$ cat src/rtl/usb_typec_attach_ctrl_if.sv
// ---------------------------------------------------------------------------
// usb_typec_attach_ctrl_if
// Pin-level bundle between the Type-C attach controller and its neighbours.
// The controller uses the slave modport. The CC comparators, VBUS monitor and
// authentication FSM (or a host model) use the master modport.
//
// Signals (direction as seen by the controller):
//   cc1_rd      in   CC1 termination detected (already synchronised)
//   cc2_rd      in   CC2 termination detected (already synchronised)
//   vbus_good   in   VBUS within valid range
//   auth_done   in   one-cycle pulse, authentication result valid
//   auth_pass   in   authentication result, only meaningful with auth_done
//   vbus_en     out  VBUS switch enable
//   orient      out  0 = CC1 active, 1 = CC2 active
//   auth_start  out  one-cycle pulse that kicks the authentication FSM
//   link_ready  out  attached, powered and authenticated
//   auth_locked out  authentication retries exhausted
//   state_o     out  current controller state encoding
//   retry_cnt   out  failed authentication attempts in this attach
// ---------------------------------------------------------------------------
interface usb_typec_attach_ctrl_if;
  logic       cc1_rd;
  logic       cc2_rd;
  logic       vbus_good;
  logic       auth_done;
  logic       auth_pass;
  logic       vbus_en;
  logic       orient;
  logic       auth_start;
  logic       link_ready;
  logic       auth_locked;
  logic [2:0] state_o;
  logic [3:0] retry_cnt;

  modport slave (
    input  cc1_rd, cc2_rd, vbus_good, auth_done, auth_pass,
    output vbus_en, orient, auth_start, link_ready, auth_locked,
           state_o, retry_cnt
  );

  modport master (
    output cc1_rd, cc2_rd, vbus_good, auth_done, auth_pass,
    input  vbus_en, orient, auth_start, link_ready, auth_locked,
           state_o, retry_cnt
  );
endinterface

$ cat src/rtl/usb_typec_attach_ctrl.sv
// ---------------------------------------------------------------------------
// usb_typec_attach_ctrl
// Device-side Type-C attach sequencer. It debounces a single-CC attach and
// latches the cable orientation. It then powers VBUS and waits for it to
// become good, and runs authentication with bounded retries and timeouts.
// Link-ready, lockout and error-recovery status are reported from here.
//
// Ports:
//   clk    in   system clock, all logic on the rising edge
//   reset  in   synchronous, active-high
//   bus    slave side of usb_typec_attach_ctrl_if (CC/VBUS/auth handshake)
// ---------------------------------------------------------------------------
module usb_typec_attach_ctrl #(
  parameter int unsigned DEBOUNCE_CYCLES = 4,
  parameter int unsigned VBUS_TIMEOUT    = 8,
  parameter int unsigned AUTH_TIMEOUT    = 16,
  parameter int unsigned MAX_RETRIES     = 2,
  parameter int unsigned RECOVERY_CYCLES = 6
) (
  input logic                     clk,
  input logic                     reset,
  usb_typec_attach_ctrl_if.slave  bus
);

  typedef enum logic [2:0] {
    ST_UNATTACHED     = 3'd0,
    ST_ATTACH_WAIT    = 3'd1,
    ST_POWER_ON       = 3'd2,
    ST_AUTH_REQ       = 3'd3,
    ST_AUTH_WAIT      = 3'd4,
    ST_LINK_UP        = 3'd5,
    ST_LOCKOUT        = 3'd6,
    ST_ERROR_RECOVERY = 3'd7
  } state_t;

  // Terminal timer values, the last cycle spent in each timed state.
  localparam logic [15:0] DEB_LAST  = 16'(DEBOUNCE_CYCLES - 1);
  localparam logic [15:0] VBUS_LAST = 16'(VBUS_TIMEOUT - 1);
  localparam logic [15:0] AUTH_LAST = 16'(AUTH_TIMEOUT - 1);
  localparam logic [15:0] REC_LAST  = 16'(RECOVERY_CYCLES - 1);
  localparam logic [3:0]  MAX_R     = 4'(MAX_RETRIES);

  state_t      r_state;
  state_t      w_next;
  logic [15:0] r_timer;
  logic        r_orient;
  logic [3:0]  r_retry;
  logic [3:0]  w_retry_inc;
  logic        w_cc_latched;
  logic        w_cc_other;
  logic        w_fail;
  logic        r_vbus_en;
  logic        r_auth_start;
  logic        r_link_ready;
  logic        r_auth_locked;

  // The CC pin chosen at attach is the one watched for detach. The other pin
  // has to stay quiet during debounce.
  assign w_cc_latched = r_orient ? bus.cc2_rd : bus.cc1_rd;
  assign w_cc_other   = r_orient ? bus.cc1_rd : bus.cc2_rd;
  assign w_retry_inc  = r_retry + 4'd1;

  // Next-state decision. A detach on the latched CC is tested first in every
  // state that watches CC, so it beats auth results and timeouts. Recovery
  // deliberately ignores CC so that VBUS always gets its full off-time.
  always_comb begin
    w_next = r_state;
    w_fail = 1'b0;
    case (r_state)
      ST_UNATTACHED: begin
        if (bus.cc1_rd ^ bus.cc2_rd) w_next = ST_ATTACH_WAIT;
      end
      ST_ATTACH_WAIT: begin
        if (!w_cc_latched || w_cc_other) w_next = ST_UNATTACHED;
        else if (r_timer == DEB_LAST)    w_next = ST_POWER_ON;
      end
      ST_POWER_ON: begin
        if (!w_cc_latched)               w_next = ST_UNATTACHED;
        else if (bus.vbus_good)          w_next = ST_AUTH_REQ;
        else if (r_timer == VBUS_LAST)   w_next = ST_ERROR_RECOVERY;
      end
      ST_AUTH_REQ: begin
        if (!w_cc_latched) w_next = ST_UNATTACHED;
        else               w_next = ST_AUTH_WAIT;
      end
      ST_AUTH_WAIT: begin
        if (!w_cc_latched) begin
          w_next = ST_UNATTACHED;
        end else if (bus.auth_done && bus.auth_pass) begin
          w_next = ST_LINK_UP;
        end else if (bus.auth_done || (r_timer == AUTH_LAST)) begin
          w_fail = 1'b1;
          w_next = (w_retry_inc < MAX_R) ? ST_AUTH_REQ : ST_LOCKOUT;
        end
      end
      ST_LINK_UP, ST_LOCKOUT: begin
        if (!w_cc_latched) w_next = ST_UNATTACHED;
      end
      ST_ERROR_RECOVERY: begin
        if (r_timer == REC_LAST) w_next = ST_UNATTACHED;
      end
      default: w_next = ST_UNATTACHED;
    endcase
  end

  // All state is kept here: the state register, the shared timer (it restarts
  // on every state change), the orientation and retry count (both latched at
  // attach), and the registered outputs. The outputs are decoded from the
  // next state so they line up with the cycle the new state is entered.
  always_ff @(posedge clk) begin
    if (reset) begin
      r_state       <= ST_UNATTACHED;
      r_timer       <= 16'd0;
      r_orient      <= 1'b0;
      r_retry       <= 4'd0;
      r_vbus_en     <= 1'b0;
      r_auth_start  <= 1'b0;
      r_link_ready  <= 1'b0;
      r_auth_locked <= 1'b0;
    end else begin
      r_state <= w_next;
      r_timer <= (w_next != r_state) ? 16'd0 : r_timer + 16'd1;
      if ((r_state == ST_UNATTACHED) && (w_next == ST_ATTACH_WAIT)) begin
        r_orient <= bus.cc2_rd;
        r_retry  <= 4'd0;
      end else if (w_fail) begin
        r_retry  <= w_retry_inc;
      end
      r_vbus_en     <= (w_next == ST_POWER_ON) || (w_next == ST_AUTH_REQ) ||
                       (w_next == ST_AUTH_WAIT) || (w_next == ST_LINK_UP);
      r_auth_start  <= (w_next == ST_AUTH_REQ);
      r_link_ready  <= (w_next == ST_LINK_UP);
      r_auth_locked <= (w_next == ST_LOCKOUT);
    end
  end

  assign bus.vbus_en     = r_vbus_en;
  assign bus.orient      = r_orient;
  assign bus.auth_start  = r_auth_start;
  assign bus.link_ready  = r_link_ready;
  assign bus.auth_locked = r_auth_locked;
  assign bus.state_o     = r_state;
  assign bus.retry_cnt   = r_retry;

endmodule

$ cat src/flat_wrapper.sv
// flat-port wrapper written by rule: the top's interface ports become plain ports
module usb_typec_attach_ctrl_flat 
#(
  parameter int unsigned DEBOUNCE_CYCLES = 4,
  parameter int unsigned VBUS_TIMEOUT    = 8,
  parameter int unsigned AUTH_TIMEOUT    = 16,
  parameter int unsigned MAX_RETRIES     = 2,
  parameter int unsigned RECOVERY_CYCLES = 6
)
  (clk, reset, bus_cc1_rd, bus_cc2_rd, bus_vbus_good, bus_auth_done, bus_auth_pass, bus_vbus_en, bus_orient, bus_auth_start, bus_link_ready, bus_auth_locked, bus_state_o, bus_retry_cnt);
  usb_typec_attach_ctrl_if bus_i ();
  input logic clk;
  input logic reset;
  input wire logic [$bits(bus_i.cc1_rd)-1:0] bus_cc1_rd;
  input wire logic [$bits(bus_i.cc2_rd)-1:0] bus_cc2_rd;
  input wire logic [$bits(bus_i.vbus_good)-1:0] bus_vbus_good;
  input wire logic [$bits(bus_i.auth_done)-1:0] bus_auth_done;
  input wire logic [$bits(bus_i.auth_pass)-1:0] bus_auth_pass;
  output wire logic [$bits(bus_i.vbus_en)-1:0] bus_vbus_en;
  output wire logic [$bits(bus_i.orient)-1:0] bus_orient;
  output wire logic [$bits(bus_i.auth_start)-1:0] bus_auth_start;
  output wire logic [$bits(bus_i.link_ready)-1:0] bus_link_ready;
  output wire logic [$bits(bus_i.auth_locked)-1:0] bus_auth_locked;
  output wire logic [$bits(bus_i.state_o)-1:0] bus_state_o;
  output wire logic [$bits(bus_i.retry_cnt)-1:0] bus_retry_cnt;
  assign bus_i.cc1_rd = bus_cc1_rd;
  assign bus_i.cc2_rd = bus_cc2_rd;
  assign bus_i.vbus_good = bus_vbus_good;
  assign bus_i.auth_done = bus_auth_done;
  assign bus_i.auth_pass = bus_auth_pass;
  assign bus_vbus_en = bus_i.vbus_en;
  assign bus_orient = bus_i.orient;
  assign bus_auth_start = bus_i.auth_start;
  assign bus_link_ready = bus_i.link_ready;
  assign bus_auth_locked = bus_i.auth_locked;
  assign bus_state_o = bus_i.state_o;
  assign bus_retry_cnt = bus_i.retry_cnt;
  usb_typec_attach_ctrl #(.DEBOUNCE_CYCLES(DEBOUNCE_CYCLES), .VBUS_TIMEOUT(VBUS_TIMEOUT), .AUTH_TIMEOUT(AUTH_TIMEOUT), .MAX_RETRIES(MAX_RETRIES), .RECOVERY_CYCLES(RECOVERY_CYCLES)) u_core (.clk(clk), .reset(reset), .bus(bus_i));
endmodule
$ cat config.mk
export PLATFORM = sky130hd
export DESIGN_NAME = usb_typec_attach_ctrl_flat
export DESIGN_NICKNAME = d
export VERILOG_FILES = /design/src/rtl/usb_typec_attach_ctrl_if.sv /design/src/rtl/usb_typec_attach_ctrl.sv /design/src/flat_wrapper.sv
export SDC_FILE = /design/constraint.sdc
export NUM_CORES = 1
export LEC_CHECK = 0
export CORE_ASPECT_RATIO = 1.4
export CORE_MARGIN = 3
export CORE_UTILIZATION = 45
export CTS_CLUSTER_DIAMETER = 80
export CTS_CLUSTER_SIZE = 12
export DETAILED_ROUTE_END_ITERATION = 10
export GPL_TIMING_DRIVEN = 1
export PLACE_DENSITY_LB_ADDON = 0.12
export SLEW_MARGIN = 30
export SYNTH_ARGS = -nofsm -noshare
export SYNTH_HDL_FRONTEND = slang
export SYNTH_SLANG_ARGS = --single-unit
$ cat constraint.sdc
create_clock -name clk -period 4.3 [get_ports clk]
set_clock_uncertainty 0.05 [all_clocks]
set_input_delay 1.29 -clock clk [delete_from_list [all_inputs] [get_ports clk]]
set_output_delay 1.29 -clock clk [all_outputs]
set_load 0.005 [all_outputs]
==> results.json, run 1 <==
{
  "post-dp-hpwl_um": 2820,
  "worst_pin_slew_ns": 0.708,
  "crit_path_end_kind": "flip-flop",
  "pwr-share-clk_pct": 33.1,
  "hold_path_depth": 1,
  "worst-r2r-cell-count": 6,
  "dieHeight_um": 79.2,
  "slew_headroom_pct": 51.8,
  "grt_usage_pct": 17.7,
  "cts_root_buffer": "clkbuf_8",
  "whs_endpoint": "u_core.r_timer[0]",
  "drt_wl_total_um": 3830,
  "slowest_stage": "mux2i_4",
  "nets": 215,
  "yosysTopAreaCellShare_pct": 32.5,
  "cts-resized-gates": 0,
  "die-area_um2": 4620,
  "startpoint_type": "input port",
  "insertedDiodeCount": 0,
  "setup_viol": 0,
  "crit_buf_inv": 1,
  "critical_path.top_delay_family": "compound AO/OA/AOI/OAI gates",
  "fp-row-count": 26,
  "worstHoldStart": "u_core.r_timer[0]",
  "synth_edf_count": 0,
  "ant_nets": 0,
  "r2r_slack_ns": 1.52,
  "yosys_warnings": 0,
  "ys_ff_latch": 28,
  "slew_violations": 0,
  "finalSetupTns_ns": 0,
  "worst_r2r_endpoint": "u_core.r_timer[11]",
  "cts_tree": "done",
  "synth.distinct_cells": 53,
  "syn_inst": 188,
  "reg2reg_from": "u_core.r_timer[12]",
  "fmax_mhz": 269,
  "first_pass_iters": 4,
  "drcViolationCount": 0,
  "synth_top_area_cell": "dfxtp_1",
  "clock_latency_ns": 0.27,
  "grt_pass1_wl_um": 6530,
  "critPathMaxStageDelay_ns": 0.60,
  "finalPower_mw": 0.490,
  "synth_xor_area_share_pct": 9.14,
  "p_leak_nw": 0.645,
  "synth-simple-area-share_pct": 42.1,
  "coreArea_um2": 3680,
  "maxCapViolCount": 0,
  "syn-cell-area_um2": 1720,
  "via_per_inst": 6.00,
  "cp_max_fo": 16,
  "final.fill_count": 335,
  "critical_path_arrival_ns": 3.80,
  "io_pins": 19,
  "routabilityCongestion": 0.796,
  "ys_seq_area_share_pct": 32.5,
  "avgSynthCellArea_um2": 9.17,
  "post_cts_buffers": 0,
  "cts_buffers": 3,
  "synth_top_family_by_area": "simple AND/OR/NAND/NOR gates",
  "finalHoldViolCount": 0,
  "synth_compound_area_share_pct": 8.64,
  "synthAdderAreaFrac_pct": 2.18,
  "synthMuxAreaShare_pct": 2.03,
  "port_buffers": 18,
  "grt_overflow_total": 0,
  "p_per_area_nw_per_um2": 246,
  "start_util_pct": 46.9,
  "seq_area_um2": 561,
  "fin_crit_ns": 3.71,
  "p_comb_share_pct": 11.9,
  "synth_fp_nets": 198,
  "num_vias": 1477,
  "crit_chain": "clkdlybuf4s50_1 -> or3b_1 -> a2111oi_0 -> a32o_1 -> nor3_2 -> mux2i_4 -> nor4b_1",
  "cts.sink_count": 28,
  "grt_antenna_before_repair": 0,
  "min_path_type": "flip-flop to flip-flop",
  "synth_ff_type": "dfxtp_1",
  "rsz0062_at_grt": "false",
  "die_width_um": 58.3,
  "async_flop_share_pct": 0,
  "syn_to_final_growth_pct": 15.7,
  "netSwitchingFraction_pct": 24.5,
  "finalCritPeriodShare_pct": 86.4,
  "critPathKind": "input port to flip-flop",
  "p_int_mw": 0.370,
  "status": "completed",
  "cts_hold_buffers": 0,
  "path_depth": 7,
  "critical_path_required_ns": 4.38,
  "p_switching_mw": 0.120,
  "yosys-top-cells-area": "dfxtp_1 33%, nor4b_2 10%, xnor2_1 7.1%",
  "grt_pass1_vias": 1434,
  "cts.path.max_buffers": 2,
  "grt_max_degree": 17,
  "ir_worst_vdd_uv": 176,
  "htree_levels": 1,
  "multi_input_area_um2": 1110,
  "first_iter_violations": 80,
  "layout-drive-gt1-share_pct": 16.2,
  "clkTransAtPathRegs_ns": 0.09,
  "hold_slack_ns": 0.464,
  "seqPwrFrac_pct": 55.0,
  "avgRoutedWirePerCell_um": 15.6
}
metrics by stage:
stage	cells	util, %	setup slack, ns	instance area, um2
after floorplan	188	-	1.15	1720
after global placement	242	52.6	0.0908	1930
after detailed placement	242	52.8	0.357	1940
after CTS	246	54.3	0.641	2000
after global routing	246	54.3	0.415	2000
final	246	54.3	0.586	2000
placed cells by master, fill, tap and decap left out, drive strengths merged, types with 2 or more instances in the layout:
cell            n
dfxtp          28
nor2           21
clkdlybuf4s50  18
nor4b          16
xnor2          14
nor4           10
nand3           9
nand2           9
nor3            8
nand3b          5
and3            5
nand4           5
xor2            4
clkbuf          4
or2             3
inv             3
nor2b           3
ha              3
buf             3
or4             3
o21ai           3
a21bo           2
a31oi           2
o21bai          2
a21oi           2
mux2i           2
kinds of logic after synthesis:
logic type / after synthesis
buf+inv: 12
flops: 28
simple gates: 105
xor+xnor: 18
mux: 3
compound gates: 19
fa+ha+maj: 3
state kept, by name, summed over array words and instances, names as in the netlist:
name,flops
u_core.bus.auth_locked,1
u_core.bus.state_o,3
u_core.bus.retry_cnt,4
u_core.bus.link_ready,1
u_core.bus.orient,1
u_core.r_timer,16
u_core.bus.vbus_en,1
u_core.bus.auth_start,1
power groups by stage:
stage / Combinational [mW] / Clock (mW) / Sequential, mW
final: 0.0581 / 0.162 / 0.270
after floorplan: 0.0420 / 0 / 0.272
after CTS: 0.0585 / 0.165 / 0.270
after detailed placement: 0.0581 / 0 / 0.276
after global routing: 0.0635 / 0.182 / 0.270
after global placement: 0.0548 / 0 / 0.275
metal layers:
layer	wire length [um]	vias to the layer above	global-route usage [%]
met5	0	-	0
met4	59	0	6.96
met3	137	6	2.28
met2	1980	34	31.5
met1	1660	710	20.8
li1	-	727	-
worst max path at each step:
| stage | from | to |
|---|---|---|
| final | bus_cc2_rd | u_core.r_timer[5] |
| after global routing | bus_cc2_rd | u_core.r_timer[4] |
| after CTS | bus_cc2_rd | u_core.r_timer[11] |
| after detailed placement | bus_cc2_rd | u_core.r_timer[11] |
| after global placement | bus_cc2_rd | u_core.r_timer[2] |
| after floorplan | bus_cc2_rd | u_core.r_timer[6] |
cells in the mapped netlist (2+ instances only):
| cell | instances |
|---|---|
| nand4_1 | 5 |
| xor2_1 | 4 |
| nor4b_1 | 4 |
| nand3b_1 | 5 |
| ha_1 | 3 |
| dfxtp_1 | 28 |
| nor2_1 | 21 |
| nor4_1 | 9 |
| nor4b_2 | 12 |
| xnor2_1 | 14 |
| or4_4 | 2 |
| nor3_1 | 7 |
| nand2_1 | 9 |
| or2_2 | 3 |
| a21bo_2 | 2 |
| buf_2 | 2 |
| clkbuf_1 | 4 |
| a31oi_1 | 2 |
| nand3_1 | 9 |
| o21ai_0 | 2 |
| inv_1 | 3 |
| and3_1 | 5 |
| nor2b_1 | 3 |
worst register-to-register path: stages, from the launching register on:
cell	delay [ns]
dfxtp_1	0.36
or4_4	0.59
nor4_1	0.48
o211ai_1	0.19
and3_1	0.26
a21oi_2	0.45
nor4b_2	0.30
final cells by class:
| type | instances | area share, % |
|---|---|---|
| sequential | 28 | 28.1 |
| tap | 42 | 2.63 |
| inverter | 3 | 0.564 |
| clock buffer | 4 | 2.76 |
| timing repair buffer | 21 | 10.2 |
| multi-input combinational | 148 | 55.8 |
(Power assumes the default switching activity.)
==> inputs of run 2 (changes only) <==
--- a/config.mk
+++ b/config.mk
@@ -13,6 +13,7 @@
 export DETAILED_ROUTE_END_ITERATION = 10
 export GPL_TIMING_DRIVEN = 1
 export PLACE_DENSITY_LB_ADDON = 0.12
+export RECOVER_POWER = 25
 export SLEW_MARGIN = 30
 export SYNTH_ARGS = -nofsm -noshare
 export SYNTH_HDL_FRONTEND = slang
==> results.json, run 2 (same netlist as run 1, synthesis figures left out) <==
{
  "cp_max_fo": 16,
  "finalPower_mw": 0.490,
  "clock_latency_ns": 0.27,
  "cts.sink_count": 28,
  "place_area_um2": 1940,
  "setup_viol": 0,
  "finalHoldViolCount": 0,
  "avgRoutedWirePerCell_um": 15.4,
  "crit_path_end_kind": "flip-flop",
  "hold_slack_ns": 0.464,
  "fin_ws_ns": 0.533,
  "startpoint_type": "input port",
  "p_leak_nw": 0.677,
  "grt_max_degree": 17,
  "clkTransAtPathRegs_ns": 0.09,
  "grt_antenna_before_repair": 0,
  "critical_path_arrival_ns": 3.85,
  "nets": 215,
  "cts.path.max_buffers": 2,
  "place_ws_ns": 0.357,
  "largest_register_ffs": 16,
  "final_cell_mix": "28 x dfxtp_1, 21 x nor2_1, 14 x xnor2_1",
  "post_cts_buffers": 0,
  "layout-drive-gt1-share_pct": 16.2,
  "cts-resized-gates": 0,
  "worst-r2r-cell-count": 6,
  "grt_pass1_vias": 1434,
  "cts_tree": "done",
  "coreArea_um2": 3680,
  "insertedDiodeCount": 0,
  "cts_buffers": 3,
  "critical_path_required_ns": 4.38,
  "top_register": "u_core.r_timer",
  "post-dp-hpwl_um": 2820,
  "die_width_um": 58.3,
  "ir_worst_vdd_uv": 176,
  "worst_r2r_endpoint": "u_core.r_timer[11]",
  "fp-row-count": 26,
  "dieHeight_um": 79.2,
  "grt_pass1_wl_um": 6530,
  "grt_usage_pct": 17.7,
  "routabilityCongestion": 0.796,
  "cts_hold_buffers": 0,
  "maxCapViolCount": 0,
  "syn_to_final_growth_pct": 15.7,
  "first_pass_iters": 4,
  "worstSetupStartpoint": "bus_cc1_rd",
  "hold_path_depth": 1,
  "reg2reg_from": "u_core.r_timer[12]",
  "ant_nets": 0,
  "htree_levels": 1,
  "start_util_pct": 46.9,
  "io_pins": 19,
  "rsz0062_at_grt": "false",
  "finalSetupTns_ns": 0,
  "slew_headroom_pct": 51.9,
  "num_vias": 1473,
  "final_common_cell": "dfxtp_1",
  "slew_violations": 0,
  "via_per_inst": 5.99,
  "grt_overflow_total": 0,
  "status": "completed",
  "fmax_mhz": 265,
  "first_iter_violations": 82,
  "final.fill_count": 335,
  "drcViolationCount": 0,
  "drt_wl_total_um": 3780,
  "worstHoldStart": "u_core.r_timer[0]",
  "die-area_um2": 4620,
  "worst_pin_slew_ns": 0.706,
  "min_path_type": "flip-flop to flip-flop",
  "cts_root_buffer": "clkbuf_8",
  "critPathKind": "input port to flip-flop",
  "fin_crit_ns": 3.77,
  "r2r_slack_ns": 1.53,
  "port_buffers": 18,
  "finalCritPeriodShare_pct": 87.6,
  "p_per_area_nw_per_um2": 245,
  "whs_endpoint": "u_core.r_timer[0]",
  "finalInstanceArea_um2": 2000
}
run 2: layout make-up:
cell class	instances	area (um2)	share of cell area, %
sequential	28	561	28.1
timing repair buffer	21	203	10.2
tap	42	52.6	2.63
inverter	3	11.3	0.564
clock buffer	4	55.1	2.76
multi-input combinational	148	1110	55.8
run 2: layer usage:
metal  share of wire (%)  vias to the layer above  track usage [%]  wire length (um)
li1                    -                      727                -                 -
met1                  43                      702             20.8              1630
met2                  51                       34             31.5              1930
met3                 3.3                       10             2.28               124
met4                 2.4                        0             6.96                89
met5                   0                        -                0                 0
run 2: worst max-delay path by stage:
| stage | to | slack (ns) | depth (start not counted) |
|---|---|---|---|
| 6_report | u_core.r_timer[5] | 0.53 | 8 |
| 5_1_grt | u_core.r_timer[4] | 0.40 | 7 |
| 4_1_cts | u_core.r_timer[11] | 0.64 | 7 |
| 3_5_place_dp | u_core.r_timer[11] | 0.36 | 7 |
| 3_3_place_gp | u_core.r_timer[2] | 0.09 | 7 |
| 2_1_floorplan | u_core.r_timer[6] | 1.15 | 7 |
run 2: per-stage QoR:
step	cells	utilization (%)
after floorplan	188	-
after CTS	246	54.3
after detailed placement	242	52.8
final	246	54.3
after global placement	242	52.6
after global routing	246	54.3
run 2: critical path, stage by stage:
cell and delay [ns]:
dlygate4sd3_1 0.57, buf_4 0.17, mux2_2 0.30, and3_1 0.20
a32o_1 0.25, nor3_2 0.25, mux2i_4 0.69, nor4b_1 0.13
run 2: where the power goes:
part           total [mW]  leakage [nW]  switching, mW  internal [mW]
combinational      0.0576         0.422         0.0331         0.0244
clock               0.162        0.0288         0.0805         0.0819
sequential          0.270         0.226        0.00668          0.263
total               0.490         0.677          0.120          0.369
